**config.mk**
```make
export PLATFORM = sky130hd
export DESIGN_NAME = viewport_ctrl_flat
export DESIGN_NICKNAME = d
export VERILOG_FILES = /design/src/rtl/life_pkg.sv /design/src/rtl/viewport_ctrl_if.sv /design/src/rtl/viewport_btn_repeat.sv /design/src/rtl/viewport_ctrl.sv /design/src/flat_wrapper.sv
export SDC_FILE = /design/constraint.sdc
export NUM_CORES = 1
export LEC_CHECK = 0
export ABC_AREA = 1
export CAP_MARGIN = 20
export CORE_UTILIZATION = 58
export DETAILED_ROUTE_END_ITERATION = 8
export PLACE_DENSITY = 0.78
export SLEW_MARGIN = 20
export SYNTH_ARGS = -nofsm -noshare
export SYNTH_HDL_FRONTEND = slang
export SYNTH_SLANG_ARGS = --single-unit
```
**constraint.sdc**
```tcl
create_clock -name clk -period 11.1 [get_ports clk]
set_clock_uncertainty 0.05 [all_clocks]
set_input_delay 1.665 -clock clk [delete_from_list [all_inputs] [get_ports clk]]
set_output_delay 1.665 -clock clk [all_outputs]
set_load 0.005 [all_outputs]
```
**src/rtl/life_pkg.sv**
```systemverilog
// Shared definitions for the viewport controller.
// Contents: commit FSM state enum, output width constants, and a signed
// clamp helper used for pending saturation and viewport limiting.
package life_pkg;

    localparam int SHIFT_W  = 16;
    localparam int SCROLL_W = 4;
    localparam int CALC_W   = 18;

    typedef logic signed [CALC_W-1:0] calc_t;

    typedef enum logic [2:0] {
        IDLE,
        SNAP,
        ZOOM,
        PAN,
        CLAMP
    } vp_state_t;

    function automatic calc_t clamp_s(calc_t v, calc_t lo, calc_t hi);
        if (v < lo) return lo;
        if (v > hi) return hi;
        return v;
    endfunction

endpackage

```
**src/rtl/viewport_ctrl_if.sv**
```systemverilog
// Button / vsync / viewport bundle between the user-input side and the
// controller.
//   master: drives buttons and vsync, receives the viewport.
//   slave : the controller; receives buttons and vsync, drives
//           shift_x, shift_y, scroll and commit_done.
interface viewport_ctrl_if;
    import life_pkg::*;

    logic                btn_left;
    logic                btn_right;
    logic                btn_up;
    logic                btn_down;
    logic                btn_zoom_in;
    logic                btn_zoom_out;
    logic                btn_center;
    logic                vsync;
    logic [SHIFT_W-1:0]  shift_x;
    logic [SHIFT_W-1:0]  shift_y;
    logic [SCROLL_W-1:0] scroll;
    logic                commit_done;

    modport master (
        output btn_left, btn_right, btn_up, btn_down,
        output btn_zoom_in, btn_zoom_out, btn_center, vsync,
        input  shift_x, shift_y, scroll, commit_done
    );

    modport slave (
        input  btn_left, btn_right, btn_up, btn_down,
        input  btn_zoom_in, btn_zoom_out, btn_center, vsync,
        output shift_x, shift_y, scroll, commit_done
    );

endinterface

```
**src/rtl/viewport_btn_repeat.sv**
```systemverilog
// btn_repeat: 2-FF synchroniser, press-edge detect and auto-repeat for one
// raw button. step is a registered one-cycle pulse, 3 cycles after the raw
// press. With REPEAT_EN set, a held button steps again REPEAT_DELAY cycles
// after the press, then every REPEAT_PERIOD cycles.
// Ports: clk, reset (async, active-high), btn (raw level), step (pulse).
module btn_repeat #(
    parameter bit REPEAT_EN     = 1'b1,
    parameter int REPEAT_DELAY  = 25_000_000,
    parameter int REPEAT_PERIOD = 5_000_000
) (
    input  logic clk,
    input  logic reset,
    input  logic btn,
    output logic step
);

    localparam int MAX_CNT = (REPEAT_DELAY > REPEAT_PERIOD) ? REPEAT_DELAY : REPEAT_PERIOD;
    localparam int CNT_W   = $clog2(MAX_CNT + 1);

    logic             sync1;
    logic             sync2;
    logic             prev;
    logic [CNT_W-1:0] cnt;
    logic             press;

    assign press = sync2 & ~prev;

    // cnt reaching zero while still held marks the next repeat step.
    always_ff @(posedge clk or posedge reset) begin
        if (reset) begin
            sync1 <= 1'b0;
            sync2 <= 1'b0;
            prev  <= 1'b0;
            cnt   <= '0;
            step  <= 1'b0;
        end else begin
            sync1 <= btn;
            sync2 <= sync1;
            prev  <= sync2;
            step  <= 1'b0;
            if (!sync2) begin
                cnt <= '0;
            end else if (press) begin
                step <= 1'b1;
                cnt  <= CNT_W'(REPEAT_DELAY - 1);
            end else if (REPEAT_EN) begin
                if (cnt == '0) begin
                    step <= 1'b1;
                    cnt  <= CNT_W'(REPEAT_PERIOD - 1);
                end else begin
                    cnt <= cnt - 1'b1;
                end
            end
        end
    end

endmodule

```
**src/rtl/viewport_ctrl.sv**
```systemverilog
// viewport_ctrl: button-driven pan/zoom for the VGA scan stage. Button steps
// accumulate into saturating pending deltas; on the vsync active edge they
// are committed through SNAP/ZOOM/PAN/CLAMP so all three outputs change in
// the same cycle, together with a commit_done pulse.
// Ports: clk, reset (async, active-high), vp (viewport_ctrl_if.slave).
module viewport_ctrl
    import life_pkg::*;
#(
    parameter int P_PARAM_N     = 1024,
    parameter int P_PARAM_M     = 1024,
    parameter int HSIZE         = 800,
    parameter int VSIZE         = 600,
    parameter bit VSPP          = 1'b0,
    parameter int MAX_SCROLL    = 4,
    parameter int REPEAT_DELAY  = 25_000_000,
    parameter int REPEAT_PERIOD = 5_000_000,
    parameter int PEND_MAX      = 127
) (
    input logic           clk,
    input logic           reset,
    viewport_ctrl_if.slave vp
);

    localparam calc_t NX   = calc_t'(P_PARAM_N);
    localparam calc_t NY   = calc_t'(P_PARAM_M);
    localparam calc_t HS   = calc_t'(HSIZE);
    localparam calc_t VS   = calc_t'(VSIZE);
    localparam calc_t PMAX = calc_t'(PEND_MAX);
    localparam calc_t ZMAX = calc_t'(MAX_SCROLL);

    logic st_l, st_r, st_u, st_d, st_zi, st_zo, st_c;

    btn_repeat #(.REPEAT_EN(1'b1), .REPEAT_DELAY(REPEAT_DELAY), .REPEAT_PERIOD(REPEAT_PERIOD))
        u_left  (.clk(clk), .reset(reset), .btn(vp.btn_left),  .step(st_l));
    btn_repeat #(.REPEAT_EN(1'b1), .REPEAT_DELAY(REPEAT_DELAY), .REPEAT_PERIOD(REPEAT_PERIOD))
        u_right (.clk(clk), .reset(reset), .btn(vp.btn_right), .step(st_r));
    btn_repeat #(.REPEAT_EN(1'b1), .REPEAT_DELAY(REPEAT_DELAY), .REPEAT_PERIOD(REPEAT_PERIOD))
        u_up    (.clk(clk), .reset(reset), .btn(vp.btn_up),    .step(st_u));
    btn_repeat #(.REPEAT_EN(1'b1), .REPEAT_DELAY(REPEAT_DELAY), .REPEAT_PERIOD(REPEAT_PERIOD))
        u_down  (.clk(clk), .reset(reset), .btn(vp.btn_down),  .step(st_d));
    btn_repeat #(.REPEAT_EN(1'b0), .REPEAT_DELAY(REPEAT_DELAY), .REPEAT_PERIOD(REPEAT_PERIOD))
        u_zin   (.clk(clk), .reset(reset), .btn(vp.btn_zoom_in),  .step(st_zi));
    btn_repeat #(.REPEAT_EN(1'b0), .REPEAT_DELAY(REPEAT_DELAY), .REPEAT_PERIOD(REPEAT_PERIOD))
        u_zout  (.clk(clk), .reset(reset), .btn(vp.btn_zoom_out), .step(st_zo));
    btn_repeat #(.REPEAT_EN(1'b0), .REPEAT_DELAY(REPEAT_DELAY), .REPEAT_PERIOD(REPEAT_PERIOD))
        u_ctr   (.clk(clk), .reset(reset), .btn(vp.btn_center),   .step(st_c));

    vp_state_t           state;
    logic                vs_prev;
    calc_t               pend_dx, pend_dy, pend_dz;
    logic                pend_c;
    calc_t               w_sx, w_sy, w_dx, w_dy, w_dz;
    logic                w_c;
    logic [SCROLL_W-1:0] w_sc;
    logic [SHIFT_W-1:0]  shift_x_q, shift_y_q;
    logic [SCROLL_W-1:0] scroll_q;
    logic                commit_q;

    logic                vs_act;
    calc_t               base_dx, base_dy, base_dz;
    logic                base_c;
    calc_t               nxt_dx, nxt_dy, nxt_dz;
    logic [SCROLL_W-1:0] zoom_sc;
    calc_t               wx_cur, wy_cur, wx_zoom, wy_zoom;
    calc_t               room_x, room_y, max_x, max_y;

    always_comb begin
        vs_act  = (vp.vsync == VSPP);
        // In SNAP the pending set restarts from zero, so a step landing in
        // that cycle is kept for the next frame instead of being dropped.
        base_dx = (state == SNAP) ? '0 : pend_dx;
        base_dy = (state == SNAP) ? '0 : pend_dy;
        base_dz = (state == SNAP) ? '0 : pend_dz;
        base_c  = (state == SNAP) ? 1'b0 : pend_c;
        nxt_dx  = clamp_s(base_dx + calc_t'(st_r) - calc_t'(st_l), -PMAX, PMAX);
        nxt_dy  = clamp_s(base_dy + calc_t'(st_d) - calc_t'(st_u), -PMAX, PMAX);
        nxt_dz  = clamp_s(base_dz + calc_t'(st_zi) - calc_t'(st_zo), -ZMAX, ZMAX);
        zoom_sc = SCROLL_W'(clamp_s(calc_t'(w_sc) + w_dz, '0, ZMAX));
        wx_cur  = HS >>> w_sc;
        wy_cur  = VS >>> w_sc;
        wx_zoom = HS >>> zoom_sc;
        wy_zoom = VS >>> zoom_sc;
        room_x  = NX - wx_cur;
        room_y  = NY - wy_cur;
        max_x   = room_x[CALC_W-1] ? '0 : room_x;
        max_y   = room_y[CALC_W-1] ? '0 : room_y;
    end

    always_ff @(posedge clk or posedge reset) begin
        if (reset) begin
            state     <= IDLE;
            vs_prev   <= 1'b0;
            pend_dx   <= '0;
            pend_dy   <= '0;
            pend_dz   <= '0;
            pend_c    <= 1'b0;
            w_sx      <= '0;
            w_sy      <= '0;
            w_dx      <= '0;
            w_dy      <= '0;
            w_dz      <= '0;
            w_c       <= 1'b0;
            w_sc      <= '0;
            shift_x_q <= '0;
            shift_y_q <= '0;
            scroll_q  <= '0;
            commit_q  <= 1'b0;
        end else begin
            vs_prev  <= vs_act;
            pend_dx  <= nxt_dx;
            pend_dy  <= nxt_dy;
            pend_dz  <= nxt_dz;
            pend_c   <= base_c | st_c;
            commit_q <= 1'b0;
            case (state)
                IDLE: begin
                    if (vs_act && !vs_prev) state <= SNAP;
                end
                SNAP: begin
                    w_sx  <= calc_t'(shift_x_q);
                    w_sy  <= calc_t'(shift_y_q);
                    w_sc  <= scroll_q;
                    w_dx  <= pend_dx;
                    w_dy  <= pend_dy;
                    w_dz  <= pend_dz;
                    w_c   <= pend_c;
                    state <= ZOOM;
                end
                ZOOM: begin
                    // Keep the viewport centre fixed across the zoom step.
                    w_sc  <= zoom_sc;
                    w_sx  <= w_sx + ((wx_cur - wx_zoom) >>> 1);
                    w_sy  <= w_sy + ((wy_cur - wy_zoom) >>> 1);
                    state <= PAN;
                end
                PAN: begin
                    if (w_c) begin
                        w_sx <= (NX - wx_cur) >>> 1;
                        w_sy <= (NY - wy_cur) >>> 1;
                    end else begin
                        w_sx <= w_sx + w_dx;
                        w_sy <= w_sy + w_dy;
                    end
                    state <= CLAMP;
                end
                CLAMP: begin
                    shift_x_q <= SHIFT_W'(clamp_s(w_sx, '0, max_x));
                    shift_y_q <= SHIFT_W'(clamp_s(w_sy, '0, max_y));
                    scroll_q  <= w_sc;
                    commit_q  <= 1'b1;
                    state     <= IDLE;
                end
                default: state <= IDLE;
            endcase
        end
    end

    assign vp.shift_x     = shift_x_q;
    assign vp.shift_y     = shift_y_q;
    assign vp.scroll      = scroll_q;
    assign vp.commit_done = commit_q;

endmodule

```
**src/flat_wrapper.sv**
```systemverilog
// flat-port wrapper written by rule: the top's interface ports become plain ports
module viewport_ctrl_flat import life_pkg::*;
#(
    parameter int P_PARAM_N     = 1024,
    parameter int P_PARAM_M     = 1024,
    parameter int HSIZE         = 800,
    parameter int VSIZE         = 600,
    parameter bit VSPP          = 1'b0,
    parameter int MAX_SCROLL    = 4,
    parameter int REPEAT_DELAY  = 25_000_000,
    parameter int REPEAT_PERIOD = 5_000_000,
    parameter int PEND_MAX      = 127
)
  (clk, reset, vp_btn_left, vp_btn_right, vp_btn_up, vp_btn_down, vp_btn_zoom_in, vp_btn_zoom_out, vp_btn_center, vp_vsync, vp_shift_x, vp_shift_y, vp_scroll, vp_commit_done);
  viewport_ctrl_if vp_i ();
  input logic clk;
  input logic reset;
  input wire logic [$bits(vp_i.btn_left)-1:0] vp_btn_left;
  input wire logic [$bits(vp_i.btn_right)-1:0] vp_btn_right;
  input wire logic [$bits(vp_i.btn_up)-1:0] vp_btn_up;
  input wire logic [$bits(vp_i.btn_down)-1:0] vp_btn_down;
  input wire logic [$bits(vp_i.btn_zoom_in)-1:0] vp_btn_zoom_in;
  input wire logic [$bits(vp_i.btn_zoom_out)-1:0] vp_btn_zoom_out;
  input wire logic [$bits(vp_i.btn_center)-1:0] vp_btn_center;
  input wire logic [$bits(vp_i.vsync)-1:0] vp_vsync;
  output wire logic [$bits(vp_i.shift_x)-1:0] vp_shift_x;
  output wire logic [$bits(vp_i.shift_y)-1:0] vp_shift_y;
  output wire logic [$bits(vp_i.scroll)-1:0] vp_scroll;
  output wire logic [$bits(vp_i.commit_done)-1:0] vp_commit_done;
  assign vp_i.btn_left = vp_btn_left;
  assign vp_i.btn_right = vp_btn_right;
  assign vp_i.btn_up = vp_btn_up;
  assign vp_i.btn_down = vp_btn_down;
  assign vp_i.btn_zoom_in = vp_btn_zoom_in;
  assign vp_i.btn_zoom_out = vp_btn_zoom_out;
  assign vp_i.btn_center = vp_btn_center;
  assign vp_i.vsync = vp_vsync;
  assign vp_shift_x = vp_i.shift_x;
  assign vp_shift_y = vp_i.shift_y;
  assign vp_scroll = vp_i.scroll;
  assign vp_commit_done = vp_i.commit_done;
  viewport_ctrl #(.P_PARAM_N(P_PARAM_N), .P_PARAM_M(P_PARAM_M), .HSIZE(HSIZE), .VSIZE(VSIZE), .VSPP(VSPP), .MAX_SCROLL(MAX_SCROLL), .REPEAT_DELAY(REPEAT_DELAY), .REPEAT_PERIOD(REPEAT_PERIOD), .PEND_MAX(PEND_MAX)) u_core (.clk(clk), .reset(reset), .vp(vp_i));
endmodule
```
# Word level (Yosys, flattened, before mapping)
# Cells that the tools add are included.
dict set report word_totals {
  register_bits 319
  output_inout_bits 37
}
dict set report classes {
  n_addsub 19
  magnitude_cmp 12
  n_eq_ne 5
  shift 4
  mux 90
  bitwise 16
  reduce_logical 9
}
# operator n
set op_table {}
lappend op_table {{$mux 18} 17}
lappend op_table {{$mux 25} 12}
lappend op_table {{$mux 16} 8}
lappend op_table {{$pmux 18 s3} 2}
lappend op_table {{$logic_not 25->1} 4}
lappend op_table {{$sub 25x1->25 const B} 4}
lappend op_table {{$sshr 11x4->18 const A} 4}
lappend op_table {{$add 18x2->18} 3}
lappend op_table {{$lt 18x1->1 const B} 3}
lappend op_table {{$sub 18x2->18} 3}
lappend op_table {{$mux 1} 42}
lappend op_table {{$add 18x17->18} 2}
lappend op_table {{$add 18x18->18} 2}
lappend op_table {{$gt 18x18->1} 2}
lappend op_table {{$gt 18x4->1 const B} 2}
lappend op_table {{$gt 18x8->1 const B} 2}
lappend op_table {{$lt 18x8->1 const B} 2}
lappend op_table {{$sub 12x18->18 const A} 2}
lappend op_table {{$sub 18x18->18} 2}
lappend op_table {{$mux 17} 2}
lappend op_table {{$add 5x18->18} 1}
lappend op_table {{$lt 18x3->1 const B} 1}
lappend op_table {{$mux 4} 4}
lappend op_table {{$pmux 3 s4} 1}
lappend op_table {{14 further kinds} 28}

# Depth between registers and ports, before layout
dict set report depth {
  word_depth 10
  mapped_depth 45
}

# By module
# Synthesis repeated with hierarchy kept, for this count alone.
dict set report hier_totals {
  hier_cells 3325
  hier_area_um2 23930.5
}
# mod n_inst cells_per_inst area_each_um2 seq_area_each_um2
set by_module_without_submodules {}
lappend by_module_without_submodules {viewport_ctrl 1 2425 16796.1 4779.6}
lappend by_module_without_submodules {{btn_repeat (u_core.u_down ...)} 3 222 1726.7 725.7}
lappend by_module_without_submodules {{btn_repeat (u_core.u_right)} 1 213 1612.8 725.7}
lappend by_module_without_submodules {{btn_repeat (u_core.u_ctr ...)} 3 7 113.9 100.1}

# Least setup slack after synthesis
# No wires, ideal clock.
dict set report synth_path {
  path_type {register to register}
  start {reg u_core.w_sc[0]}
  end {reg u_core.w_sx[16]}
  setup_time_ps 129
  arrival_time_ps 5665
  required_time_ps 10921
  path_slack_ps 5256
  path_stages_with_launch 43
  synth_period_minus_slack_ps 5844
  path_cell_list {dfrtp_1 > ha_1 > fa_1 > nand2_1 > nand2_1 > nand2_1 > xor2_1 > nor3b_1 > nand3_1 > nor2_1 > nand3_1 > nor2_1 > inv_1 > ha_1 > o21a_1 > ha_1 > nand2_1 > o21ai_0 > (+7 left out) > nor2_1 > nor2_1 > ha_1 > nand2_1 > nor3_1 > nand3_1 > nand3_1 > nand2_1 > inv_1 > o21ai_0 > nand2_1 > nand2_1 > nand2_1 > nand3_1 > nand2_1 > a21oi_1 > o21ai_0 > nand3_1}
}
dict set report synth_between {
  elab_chain_cells 10
  elab_cells_between_ends 16
  cone_classes {add/sub (4); order compare (2); shift (2); mux (8)}
}
# element line
set synth_rtl {}
lappend synth_rtl {{start, declared} viewport_ctrl.sv:54} ;# logic [SCROLL_W-1:0] w_sc;
lappend synth_rtl {{start signal, assigned} viewport_ctrl.sv:122} ;# w_sc <= scroll_q;
lappend synth_rtl {{start signal, assigned} viewport_ctrl.sv:131} ;# w_sc <= zoom_sc;
lappend synth_rtl {{$add 5x18->18} viewport_ctrl.sv:78} ;# zoom_sc = SCROLL_W'(clamp_s(calc_t'(w_sc) + w_dz, '0, ZMAX));
lappend synth_rtl {{$gt 18x4->1} life_pkg.sv:22} ;# if (v > hi) return hi;
lappend synth_rtl {{$mux 1 (2 in a row)} life_pkg.sv:22}
lappend synth_rtl {{$mux 4} life_pkg.sv:23} ;# return v;
lappend synth_rtl {{$mux 4} life_pkg.sv:22}
lappend synth_rtl {{$sshr 11x4->18} viewport_ctrl.sv:81} ;# wx_zoom = HS >>> zoom_sc;
lappend synth_rtl {{$sub 18x18->18} viewport_ctrl.sv:132} ;# w_sx <= w_sx + ((wx_cur - wx_zoom) >>> 1);
lappend synth_rtl {{$add 18x17->18} viewport_ctrl.sv:132}
lappend synth_rtl {{$pmux 18 s3 *} viewport_ctrl.sv:115} ;# case (state)
lappend synth_rtl {{end signal, assigned} viewport_ctrl.sv:120} ;# w_sx <= calc_t'(shift_x_q);
lappend synth_rtl {{end signal, assigned} viewport_ctrl.sv:132}
lappend synth_rtl {{end signal, assigned} viewport_ctrl.sv:138} ;# w_sx <= (NX - wx_cur) >>> 1;
lappend synth_rtl {{end, declared} viewport_ctrl.sv:52} ;# calc_t w_sx, w_sy, w_dx, w_dy, w_dz;
# Mark *: on every way between the ends. The rest lies on a longest branch, timed or not. The select of a mux whose other input is x is not followed.
# A chain may end at the register's enable or synchronous reset.

# Worst setup path after layout
dict set report layout_path {
  start {reg u_core.w_sc[3]}
  end {reg u_core.w_sx[16]}
}
# Same word-level chain as after synthesis.

==> metrics.md <==
| Metric | Value |
|---|---|
| Post-synth top flop | `dfrtp_1` |
| CTS Buffer Depth | `3` |
| Syn_area_per_cell | `7.28 sq um` |
| Largest net degree at the start of global routing | `124` |
| Initial antenna violation count | `0` |
| WS Path Type | `reg2reg` |
| GRT met1 Usage | `42.3%` |
| Drt wl/cell | `15.9 microns` |
| Area growth syn-to-layout | `9.44%` |
| Clock Latency Late Sink | `0.57 ns` |
| CTS Buf Count | `36` |
| Clk slew on worst S/H paths | `0.06 ns` |
| Height of the die | `202 microns` |
| Sequential-to-total area share from yosys stat | `34.3%` |
| Post-CTS Setup Repair Bufs | `0` |
| Post-synth EDFFs | `0` |
| Met2 Use GR | `48.0%` |
| Initial drt markers | `1652` |
| Number of synthesized register bits | `319` |
| Cell Rows | `72` |
| Grt ovf | `0` |
| Clk root buf | `clkbuf_16` |
| Net Count, Synth | `3397` |
| Worst EP arrival | `7.44 ns` |
| GRT Util Overall | `30.0%` |
| Most frequent CP cell | `nand2_1` |
| Clock sink count | `319` |
| Worst setup EP type | `flop` |
| Layout cells sized above 1 | `4.72%` |
| Outcome | `finished, final reports clean` |
| Met3 Track Usage GR | `4.13%` |
| Initial core utilization | `59.5%` |
| Unrepaired setup endpoints after global routing | `no` |
| Die width | `202 microns` |
| Grt peak-use layer | `met2` |
| Via-to-Cell Ratio | `5.59` |
| Synthesized area | `23300 sq um` |
| Hold buffer count at cts | `0` |
| Most common cell after layout, fill and taps aside | `nand2_1` |
| Final Cycle Share | `63.6%` |
| Antenna Nets Post-Route | `0` |
| RD Place Congestion | `0.969` |
| H-tree levels | `2` |
| Pre-antenna DRT Iters | `7` |
| Final hold vios | `0` |
| DRC violations left | `0` |
| Buffers on Ports | `46` |
| Final setup vio count | `0` |
| First-pass GRT wire length | `100000 microns` |
| Setup TNS | `0 ns` |
| Place WS | `4.21 ns` |
| DP HPWL | `45500 microns` |
| Unique masters post-synth | `70` |
| Max stage delay on crit path | `0.80 ns` |
| Post_cts resized | `0` |
| Commonest cells after routing, fill and taps aside | `759 x nand2_1, 467 x inv_1, 325 x nor2_1, 319 x dfrtp_1, 216 x o21ai_0` |
| # diodes | `0` |
| DIE AREA | `40900 sq um` |
| CP max FO | `17` |
| CTS tree | `done` |
| Via count | `21100` |
| MaxCap Viol Count | `0` |
| Final wirelength | `60200 microns` |
| Setup ws final | `4.04 ns` |
| Ports | `47` |
| Worst slew pin tran | `0.989 ns` |
| Post-synth ARST share | `100%` |
| Post-Synthesis Cells | `3194` |
| Max-slew headroom | `33.2%` |
| YS warnings | `0` |
| CP Launch Type | `flop` |
| Data required, critical path | `11.48 ns` |
| NumNets Final | `3438` |
| Max Clock Freq | `0.142 GHz` |
| CP max stage cell | `dfrtp_1` |
| Number of global-route vias before repair | `20300` |
| Hold Crit Class | `reg2reg` |
| Pins Over Slew Limit | `0` |
| Final Critical Period | `7.06 ns` |
| Core Region | `39100 sq um` |
## through the flow
stage	area [sq um]	utilization, %	std cells	hold slack [ns]
2_1_floorplan	23300	-	3194	0.281
3_3_place_gp	24200	62.0	3715	0.282
3_5_place_dp	24200	62.0	3715	0.286
4_1_cts	25500	65.1	3779	0.301
5_1_grt	25500	65.1	3779	0.303
6_report	25500	65.1	3779	0.298
## logic make-up after synthesis
kind of cell               synth area share, %
adders and majority gates                 10.7
and+or+nand+nor                           25.8
buffers and inverters                     8.78
DFF                                       34.3
xor gates and xnor gates                  6.39
AOI/OAI and AO/OA                         14.0
## registers in the layout (all words and copies together) (netlist names), 3 cells and up
signal and cells:
u_core.pend_dz 18, u_core.u_right.cnt 25, u_core.u_up.cnt 25, u_core.w_sx 18, u_core.vp.shift_x 16, u_core.u_down.cnt 25
u_core.pend_dx 18, u_core.pend_dy 18, u_core.w_sc 4, u_core.w_dy 18, u_core.vp.scroll 4, u_core.w_dz 18
u_core.vp.shift_y 16, u_core.w_dx 18, u_core.w_sy 18, u_core.u_left.cnt 25, u_core.state 3
## cells in the mapped netlist, drive strengths merged (14+ instances only)
| library cell | count | share of area, % |
|---|---|---|
| inv | 478 | 7.7 |
| a21oi | 207 | 4.5 |
| xnor2 | 77 | 2.9 |
| o21ai | 229 | 4.9 |
| dfrtp | 319 | 34 |
| nand4 | 28 | 0.75 |
| xor2 | 91 | 3.5 |
| buf | 15 | 0.33 |
| clkbuf | 41 | 0.66 |
| or2 | 18 | 0.49 |
| nor3 | 63 | 1.6 |
| nor2 | 338 | 5.7 |
| o31ai | 14 | 0.45 |
| nand2 | 772 | 13 |
| nor4 | 18 | 0.55 |
| nand3 | 151 | 3.4 |
| ha | 183 | 9.8 |
## cell type report
type,count,area (sq um)
fill,3415,13600
multi-input combinational,2337,13200
sequential,319,7980
inverter,482,1820
clock buffer,49,1050
tap,518,648
timing repair buffer,59,558
clock inverter,15,164
## routing by layer
layer / vias up / part of all wire, % / wire [microns]
li1: 10500 / - / -
met2: 631 / 44 / 26800
met3: 94 / 6.3 / 3810
met4: 0 / 2.5 / 1530
met1: 9936 / 47 / 28100
met5: - / 0 / 0
## worst max-delay path, delay by kind of cell (launching register included)
family                     cells  cell delay, ns
AOI/OAI and AO/OA              9            1.21
adders and majority gates      4            1.44
buffers and inverters          5            0.48
DFF                            1            0.80
and+or+nand+nor               24            2.91
## path summary, 6_finish.rpt
kind                       cells after the start          startpoint              endpoint  slack, ns
max in group asynchronous                      3               reset  u_core.vp.shift_x[5]       7.91
min reg2reg                                    0  u_core.u_ctr.sync1    u_core.u_ctr.sync2       0.30
min in group asynchronous                      2               reset  u_core.u_left.cnt[1]       1.65
max reg2reg                                   42      u_core.w_sc[3]       u_core.w_sx[16]       4.04
max                                           42      u_core.w_sc[3]       u_core.w_sx[16]       4.04
min                                            0  u_core.u_ctr.sync1    u_core.u_ctr.sync2       0.30
Power is left out: the tool's default activity adds up to more than one toggle a clock period on the data nets, which glitch-free logic cannot reach.
